--- src/rtl/fd_pkg.sv ---
// Shared definitions for the LC-3 style fetch/decode front end:
// opcodes, instruction-class encoding, FSM states and the reset PC.
package fd_pkg;

    localparam logic [15:0] RESET_PC_DEF = 16'h3000;

    localparam logic [3:0] OP_BR   = 4'h0;
    localparam logic [3:0] OP_ADD  = 4'h1;
    localparam logic [3:0] OP_LD   = 4'h2;
    localparam logic [3:0] OP_ST   = 4'h3;
    localparam logic [3:0] OP_JSR  = 4'h4;
    localparam logic [3:0] OP_AND  = 4'h5;
    localparam logic [3:0] OP_LDR  = 4'h6;
    localparam logic [3:0] OP_STR  = 4'h7;
    localparam logic [3:0] OP_RTI  = 4'h8;
    localparam logic [3:0] OP_NOT  = 4'h9;
    localparam logic [3:0] OP_LDI  = 4'hA;
    localparam logic [3:0] OP_STI  = 4'hB;
    localparam logic [3:0] OP_JMP  = 4'hC;
    localparam logic [3:0] OP_RSVD = 4'hD;
    localparam logic [3:0] OP_LEA  = 4'hE;
    localparam logic [3:0] OP_TRAP = 4'hF;

    // Instruction class is {imm_flag, opcode}; imm_flag only ever set for ADD/AND.
    typedef logic [4:0] itype_t;

    localparam int NUM_WB_TYPES = 11;
    localparam itype_t WB_TYPES [NUM_WB_TYPES] = '{
        5'b00001, 5'b10001, 5'b00101, 5'b10101, 5'b01001, 5'b00010,
        5'b01010, 5'b00110, 5'b01110, 5'b00100, 5'b01111
    };

    function automatic logic is_wb_type(input itype_t t);
        logic hit;
        hit = 1'b0;
        for (int i = 0; i < NUM_WB_TYPES; i++)
            if (WB_TYPES[i] == t) hit = 1'b1;
        return hit;
    endfunction

    localparam logic [1:0] S_RST_IDLE = 2'd0;
    localparam logic [1:0] S_FETCH    = 2'd1;
    localparam logic [1:0] S_OUT      = 2'd2;
    localparam logic [1:0] S_WAIT_NPC = 2'd3;

endpackage

--- src/rtl/fetch_decode_inst_decoder.sv ---
// Combinational LC-3 instruction decoder: splits a 16-bit word into class,
// register indices and extended immediate. Unused fields stay zero.
module inst_decoder
    import fd_pkg::*;
(
    input  logic [15:0] word,
    output itype_t      inst_type,
    output logic [2:0]  SR1,
    output logic [2:0]  SR2,
    output logic [2:0]  DR,
    output logic [15:0] imm,
    output logic        illegal
);
    logic [3:0] op;
    assign op = word[15:12];

    always_comb begin
        inst_type = {1'b0, op};
        SR1       = 3'd0;
        SR2       = 3'd0;
        DR        = 3'd0;
        imm       = 16'd0;
        illegal   = 1'b0;
        case (op)
            OP_ADD, OP_AND: begin
                inst_type = {word[5], op};
                SR1       = word[8:6];
                DR        = word[11:9];
                if (word[5]) imm = {{11{word[4]}}, word[4:0]};
                else         SR2 = word[2:0];
            end
            OP_NOT: begin
                SR1 = word[8:6];
                DR  = word[11:9];
            end
            OP_LDR: begin
                SR1 = word[8:6];
                DR  = word[11:9];
                imm = {{10{word[5]}}, word[5:0]};
            end
            OP_STR: begin
                SR1 = word[8:6];
                SR2 = word[11:9];
                imm = {{10{word[5]}}, word[5:0]};
            end
            OP_JMP: SR1 = word[8:6];
            OP_JSR: begin
                DR = 3'd7;
                if (word[11]) imm = {{5{word[10]}}, word[10:0]};
                else          SR1 = word[8:6];
            end
            OP_BR: imm = {{7{word[8]}}, word[8:0]};
            OP_LD, OP_LDI, OP_LEA: begin
                DR  = word[11:9];
                imm = {{7{word[8]}}, word[8:0]};
            end
            OP_ST, OP_STI: begin
                SR2 = word[11:9];
                imm = {{7{word[8]}}, word[8:0]};
            end
            OP_TRAP: begin
                DR  = 3'd7;
                imm = {8'd0, word[7:0]};
            end
            OP_RSVD: illegal = 1'b1;
            default: ;
        endcase
    end

endmodule

--- src/rtl/fetch_decode.sv ---
// Single-issue fetch/decode front end: fetches at PC, registers the decoded
// word, hands it to execute and waits for next_IP before fetching again.
module fetch_decode
    import fd_pkg::*;
#(
    parameter logic [15:0] RESET_PC = RESET_PC_DEF
) (
    input  logic        clk,
    input  logic        rst_n,
    output logic        imem_req,
    output logic [15:0] imem_addr,
    input  logic [15:0] imem_rdata,
    input  logic        imem_valid,
    output logic        dec_valid,
    input  logic        dec_ready,
    output logic [15:0] inst,
    output itype_t      inst_type,
    output logic [2:0]  SR1,
    output logic [2:0]  SR2,
    output logic [2:0]  DR,
    output logic [15:0] imm,
    output logic [15:0] IP,
    output logic        illegal,
    input  logic [15:0] next_IP,
    input  logic        next_ip_valid
);
    logic [1:0]  state;
    logic [15:0] pc;
    itype_t      d_type;
    logic [2:0]  d_sr1, d_sr2, d_dr;
    logic [15:0] d_imm;
    logic        d_illegal;

    inst_decoder u_dec (
        .word      (imem_rdata),
        .inst_type (d_type),
        .SR1       (d_sr1),
        .SR2       (d_sr2),
        .DR        (d_dr),
        .imm       (d_imm),
        .illegal   (d_illegal)
    );

    assign imem_addr = pc;

    always_ff @(posedge clk or negedge rst_n) begin
        if (!rst_n) begin
            state     <= S_RST_IDLE;
            pc        <= RESET_PC;
            imem_req  <= 1'b0;
            dec_valid <= 1'b0;
            inst      <= 16'd0;
            inst_type <= '0;
            SR1       <= 3'd0;
            SR2       <= 3'd0;
            DR        <= 3'd0;
            imm       <= 16'd0;
            IP        <= RESET_PC;
            illegal   <= 1'b0;
        end else begin
            case (state)
                // One dead cycle so a stale imem_valid from before reset is never taken.
                S_RST_IDLE: begin
                    imem_req <= 1'b1;
                    state    <= S_FETCH;
                end
                S_FETCH: if (imem_valid) begin
                    inst      <= imem_rdata;
                    inst_type <= d_type;
                    SR1       <= d_sr1;
                    SR2       <= d_sr2;
                    DR        <= d_dr;
                    imm       <= d_imm;
                    illegal   <= d_illegal;
                    IP        <= pc;
                    imem_req  <= 1'b0;
                    dec_valid <= 1'b1;
                    state     <= S_OUT;
                end
                S_OUT: if (dec_ready) begin
                    dec_valid <= 1'b0;
                    if (next_ip_valid) begin
                        pc       <= next_IP;
                        imem_req <= 1'b1;
                        state    <= S_FETCH;
                    end else begin
                        state <= S_WAIT_NPC;
                    end
                end
                S_WAIT_NPC: if (next_ip_valid) begin
                    pc       <= next_IP;
                    imem_req <= 1'b1;
                    state    <= S_FETCH;
                end
                default: begin
                    imem_req  <= 1'b0;
                    dec_valid <= 1'b0;
                    state     <= S_RST_IDLE;
                end
            endcase
        end
    end

endmodule

--- config.mk ---
export PLATFORM = sky130hd
export DESIGN_NAME = fetch_decode
export DESIGN_NICKNAME = d
export VERILOG_FILES = /design/src/rtl/fd_pkg.sv /design/src/rtl/fetch_decode_inst_decoder.sv /design/src/rtl/fetch_decode.sv
export SDC_FILE = /design/constraint.sdc
export NUM_CORES = 1
export LEC_CHECK = 0
export ABC_CLOCK_PERIOD_IN_PS = 2500
export CORE_MARGIN = 2
export CORE_UTILIZATION = 45
export CTS_CLUSTER_SIZE = 40
export DETAILED_ROUTE_END_ITERATION = 16
export PLACE_DENSITY = 0.8
export SYNTH_ARGS = -nofsm -noshare
export SYNTH_HDL_FRONTEND = slang
export SYNTH_SLANG_ARGS = --single-unit
--- constraint.sdc ---
create_clock -name clk -period 2.5 [get_ports clk]
set_input_delay 0.375 -clock clk [delete_from_list [all_inputs] [get_ports clk]]
set_output_delay 0.375 -clock clk [all_outputs]
set_load 0.02 [all_outputs]
# Word-level counts from Yosys, hierarchy flattened
# Index checks and enable logic that the tools add are counted.
[totals]
ff_bits = 83
latch_bits = 0
mem_bits_rw = 0
romBits = 0
inputBits = 37
out_inout_bits = 81
wordCells = 73
mem_count = 0
[op_classes]
addsub = 0
n_mul = 0
div_mod_pow = 0
n_lt_le_gt_ge = 0
n_eq_ne = 20
n_shift = 0
mux = 25
n_bitwise = 0
n_reduce_logical = 16
[ops]
columns = ["op", "n"]
rows = [
  ["16-bit one-hot mux with 5 select lines", 1],
  ["16-bit 2-to-1 mux", 4],
  ["16-bit one-hot mux with 2 select lines", 1],
  ["4-bit == test, second input constant", 7],
  ["3-bit one-hot mux with 2 select lines", 3],
  ["4-bit by 3-bit == test with 1-bit output, second input constant", 4],
  ["6-bit OR reduction", 2],
  ["4-bit by 2-bit == test with 1-bit output, second input constant", 2],
  ["2-bit 2-to-1 mux", 4],
  ["2-bit one-hot mux with 4 select lines", 1],
  ["7-bit OR reduction", 1],
  ["1-bit 2-to-1 mux", 6],
  ["3-bit 2-to-1 mux", 2],
  ["2-bit != test, second input constant", 3],
  ["2-bit AND reduction", 3],
  ["3-bit AND reduction", 2],
  ["2-bit OR reduction", 3],
  ["5-bit 2-to-1 mux", 1],
  ["2-bit == test, second input constant", 2],
  ["4-bit by 1-bit == test with 1-bit output, second input constant", 1],
  ["4-bit logical NOT", 1],
  ["1-bit one-hot mux with 4 select lines", 1],
  ["2-bit nonzero test", 2],
  ["3-bit OR reduction", 1],
  ["3 further kinds", 3],
]

# Depth between registers and ports, before layout
[depth]
ltp_word = 3
mapped_depth = 7
depth_no_buf = 6

# Cells and area by module
# A second synthesis with hierarchy kept.
[unflattened]
hier_cells = 275
hier_area_um2 = 3776.1
[modules_own_cells]
columns = ["module", "n_inst", "cells_per_inst", "area_per_inst_um2", "seq_area_each_um2"]
rows = [
  ["fetch_decode", 1, 194, 3248.1, 2082.0],
  ["inst_decoder", 1, 81, 528.0, 0.0],
]

# Least setup slack after synthesis
# No wires, ideal clock.
[synth_timing]
kind = "reg-to-reg"
from = "register state[0]"
to = "register pc[10] (netlist: imem_addr[10])"
setup_ps = 125
arrival_time_ps = 1606
t_required_ps = 2375
slack_ps = 769
stages_incl_launch_ff = 7
n_path_buf = 1
period_less_slack_ps = 1731
cell_sequence = "dfrtp_1 > inv_1 > ha_1 > mux2_2 > nand2_4 > buf_6 > mux2_4"
[synth_via]
elab_chain_len = 3
word_cells_on_any_way = 6
cone_classes = "eq/ne (3); mux (1); reduce/logical (2)"
[synth_lines]
columns = ["item", "line_no", "source"]
rows = [
  ["start, declared", "fetch_decode.sv:27", "logic [1:0] state;"],
  ["start signal, assigned", "fetch_decode.sv:48", "state <= S_RST_IDLE;"],
  ["start signal, assigned", "fetch_decode.sv:65", "state <= S_FETCH;"],
  ["start signal, assigned", "fetch_decode.sv:78", "state <= S_OUT;"],
  ["2-bit == test", "fetch_decode.sv:61", "case (state)"],
  ["2-bit != test (no line) / 2-bit nonzero test (equally long branches)", "--", ""],
  ["2-bit AND reduction (no line)", "--", ""],
  ["end signal, assigned", "fetch_decode.sv:83", "pc <= next_IP;"],
  ["end signal, assigned", "fetch_decode.sv:91", "pc <= next_IP;"],
  ["end, declared", "fetch_decode.sv:28", "logic [15:0] pc;"],
]
# Several ways; a longest one is shown, not always the timed one.
# A chain may end at the register's enable or synchronous reset.

# Worst setup path after layout
[layout_timing]
from = "register state[1]"
to = "register imm[6]"
[layout_via]
elab_chain_len = 2
[layout_lines]
columns = ["item", "line_no", "source"]
rows = [
  ["2-bit by 1-bit == test with 1-bit output", "fetch_decode.sv:61", ""],
  ["2-bit AND reduction (no line)", "--", ""],
  ["end signal, assigned", "fetch_decode.sv:73", "imm <= d_imm;"],
  ["end, declared", "fetch_decode.sv:21", "output logic [15:0] imm,"],
]
# Every way passes these cells.

==> impl_metrics.tcl <==
set metrics [dict create \
    worst_pin_slew_ps 914.1 \
    ctsResizeCount 0 \
    cts_setup_buffers 0 \
    instances_no_fill 530 \
    synth_area_um2 3282 \
    final.setup.worst_slack_ps 563.0 \
    drt-initial-drc-count 144 \
    max_cap_violations 0 \
    hpwlAfterDp_um 5698 \
    finalNetCount 467 \
    cts_tree "yes" \
    period_share 0.7748 \
    cp-start-kind "register" \
    num_rows 31 \
    areaGrowthSynthToFinish_pct 41.78 \
    path_max_fanout 12 \
    ant_nets 0 \
    synth-seq-area-share 0.5658 \
    slew_headroom 0.3906 \
    insertion_delay_ps 340 \
    stdcell_area_um2 4653 \
    synth_nets 361 \
    die_area_um2 7992 \
    setup_viol_count_final 0 \
    core-area_um2 7176 \
    grt_usage 0.2030 \
    run_status "completed" \
    numPortBuffers 117 \
    peakVddDrop_uv 517.7 \
    p_per_area_nw_per_um2 1333 \
    cts_sinks 74 \
    place_area_um2 4451 \
    final-max-slew-violation-count 0 \
    first_pass_iters 5 \
    drt-wirelength-per-cell_um 15.09 \
    via_per_inst 4.991 \
    synth-edff-count 0 \
    power_mw 6.203 \
    syn_avg_cell_area_um2 10.26 \
    die_x_um 89.40 \
    place_ws_ps 379.8 \
    critPathCaptureType "register" \
    yosysUniqueCellTypes 40 \
    grt_overflow 0 \
    synth_warnings 0 \
    cts_hold_buf 0 \
    holdWs_ps 139.7 \
    dp.cells 514 \
    cts_htree_levels 3 \
    cts_buffers 9 \
    crit_arrival_ps 2220 \
    remaining_drc_errors 0 \
    antenna_cells 0 \
    hold_path_class "input port to async pin" \
    antenna_found_initial 0 \
    root_buffer "clkbuf_8" \
    crit_required_ps 2780 \
    clkTransAtPathRegs_ps 90 \
    place.gp.congestion 0.8447 \
    synth_ff_type "dfrtp_1" \
    grt_setup_unrepaired "no" \
    via_count 2645 \
    cellLeakagePower_nw 2.162 \
    ios 118 \
    ys_ff_latch 74 \
    wirelength_um 7996 \
    die_y_um 89.40 \
    critical_path_class "register to register" \
    drive_gt1_frac 0.09281 \
    finalCriticalPeriod_ps 1937 \
    initial_utilization 0.4574 \
    skew_ps 10.32 \
    grt_pass1_wl_um 12280 \
    grt_max_degree 75 \
    fillerInstances 572 \
    synth_async_sr_flop_share 1.000 \
    grt_pass1_vias 2450 \
    hold_viol 0 \
    fin_util 0.6485 \
    ctsLongestPathBuffers 2 \
    syn_inst 320 \
    max_freq_mhz 516.3 \
    fin_setup_tns_ps 0 \
]
[final cells by class]
class	count	area, µm²	share of cell area
inverters	4	15.01	0.003227
multi-input cells	216	1256	0.2700
clock buffers	9	123.9	0.02662
repair buffers	121	1199	0.2576
clock inverters	7	78.83	0.01694
flip-flops and latches	74	1857	0.3990
well taps	99	123.9	0.02662
[Yosys cell counts, types with 2 or more instances]
cell	instances	share of area
nand2_1	110	0.13
and2_1	2	0.0038
clkbuf_1	3	0.0034
a31oi_1	2	0.0038
buf_1	3	0.0034
nor3_1	3	0.0046
a21oi_1	6	0.0092
and3_1	2	0.0038
nand2b_1	4	0.0076
dfrtp_1	70	0.53
a221o_1	5	0.015
a22o_1	8	0.021
nand3_1	4	0.0061
mux2_1	7	0.024
mux2_4	10	0.046
a221oi_1	3	0.0080
nand4_1	3	0.0057
nor2b_1	7	0.013
inv_1	4	0.0046
o21ai_1	6	0.0092
buf_2	8	0.012
a21boi_1	2	0.0046
dfstp_2	4	0.032
mux2i_1	2	0.0061
nor2_1	14	0.016
ha_1	4	0.015
buf_4	11	0.025
[cells by family (layout without fill, tap and decap cells)]
| group | Yosys count | after routing | share of synthesized area |
|---|---|---|---|
| muxes | 20 | 20 | 0.07930 |
| buffers and inverters | 30 | 141 | 0.05223 |
| AOI/OAI and AO/OA | 38 | 38 | 0.08578 |
| and+or+nand+nor | 154 | 154 | 0.2017 |
| DFF | 74 | 74 | 0.5658 |
| adders and majority gates | 4 | 4 | 0.01525 |
[worst max-delay path, cell delays in order (launching register included)]
cell and delay (ps):
dfrtp_1 430, inv_1 120, ha_1 230, and2_1 380, buf_4 260, o21ai_1 80
a21oi_1 200, a221o_1 180
[registers in the layout, indices dropped and copies added, names as in the netlist]
name,count
imm,11
SR1,3
imem_req,1
inst,15
imem_addr,16
SR2,3
state,2
dec_valid,1
IP,16
inst_type,2
illegal,1
DR,3
[final timing paths]
check	cells after the start	endpoint	startpoint	slack (ps)
worst min register to register	2	IP[13]$_DFFE_PN1P_	IP[13]$_DFFE_PN1P_	470
worst min-delay path	1	imem_addr[6]$_DFFE_PN0P_	rst_n	140
worst max-delay path	7	imm[6]$_DFFE_PN0P_	state[1]$_DFFE_PN0P_	560
max in group asynchronous	1	SR1[1]$_DFFE_PN0P_	rst_n	1740
min in group clk	2	IP[13]$_DFFE_PN1P_	IP[13]$_DFFE_PN1P_	470
worst max register to register	7	imm[6]$_DFFE_PN0P_	state[1]$_DFFE_PN0P_	560
[placed cells by master, fill, tap and decap left out, types with 3 or more instances in the layout]
cell,n
a221o_1,5
nand2_1,109
inv_1,4
dfstp_2,4
o21ai_1,6
nand4_1,3
nor2_1,14
dfrtp_1,70
a22o_1,8
nand3_1,4
clkdlybuf4s50_1,116
a21oi_1,6
buf_4,5
nor2b_1,7
ha_1,4
nand2b_1,4
a221oi_1,3
mux2_1,7
nor3_1,3
clkbuf_8,9
clkinvlp_4,3
mux2_4,10
[power by group]
| group | total [mW] | internal [mW] | switching (mW) |
|---|---|---|---|
| clock network | 0.933 | 0.467 | 0.466 |
| logic | 3.14 | 1.54 | 1.60 |
| registers | 2.13 | 1.77 | 0.365 |
[metal layers]
layer | global-route usage | routed length [µm] | up-vias
met5 | 0 | 0 | -
met4 | 0.08548 | 127 | 0
met3 | 0.03786 | 334 | 12
met2 | 0.3232 | 4144 | 75
met1 | 0.2731 | 3389 | 1293
li1 | - | - | 1265
(Power assumes the default switching activity.)
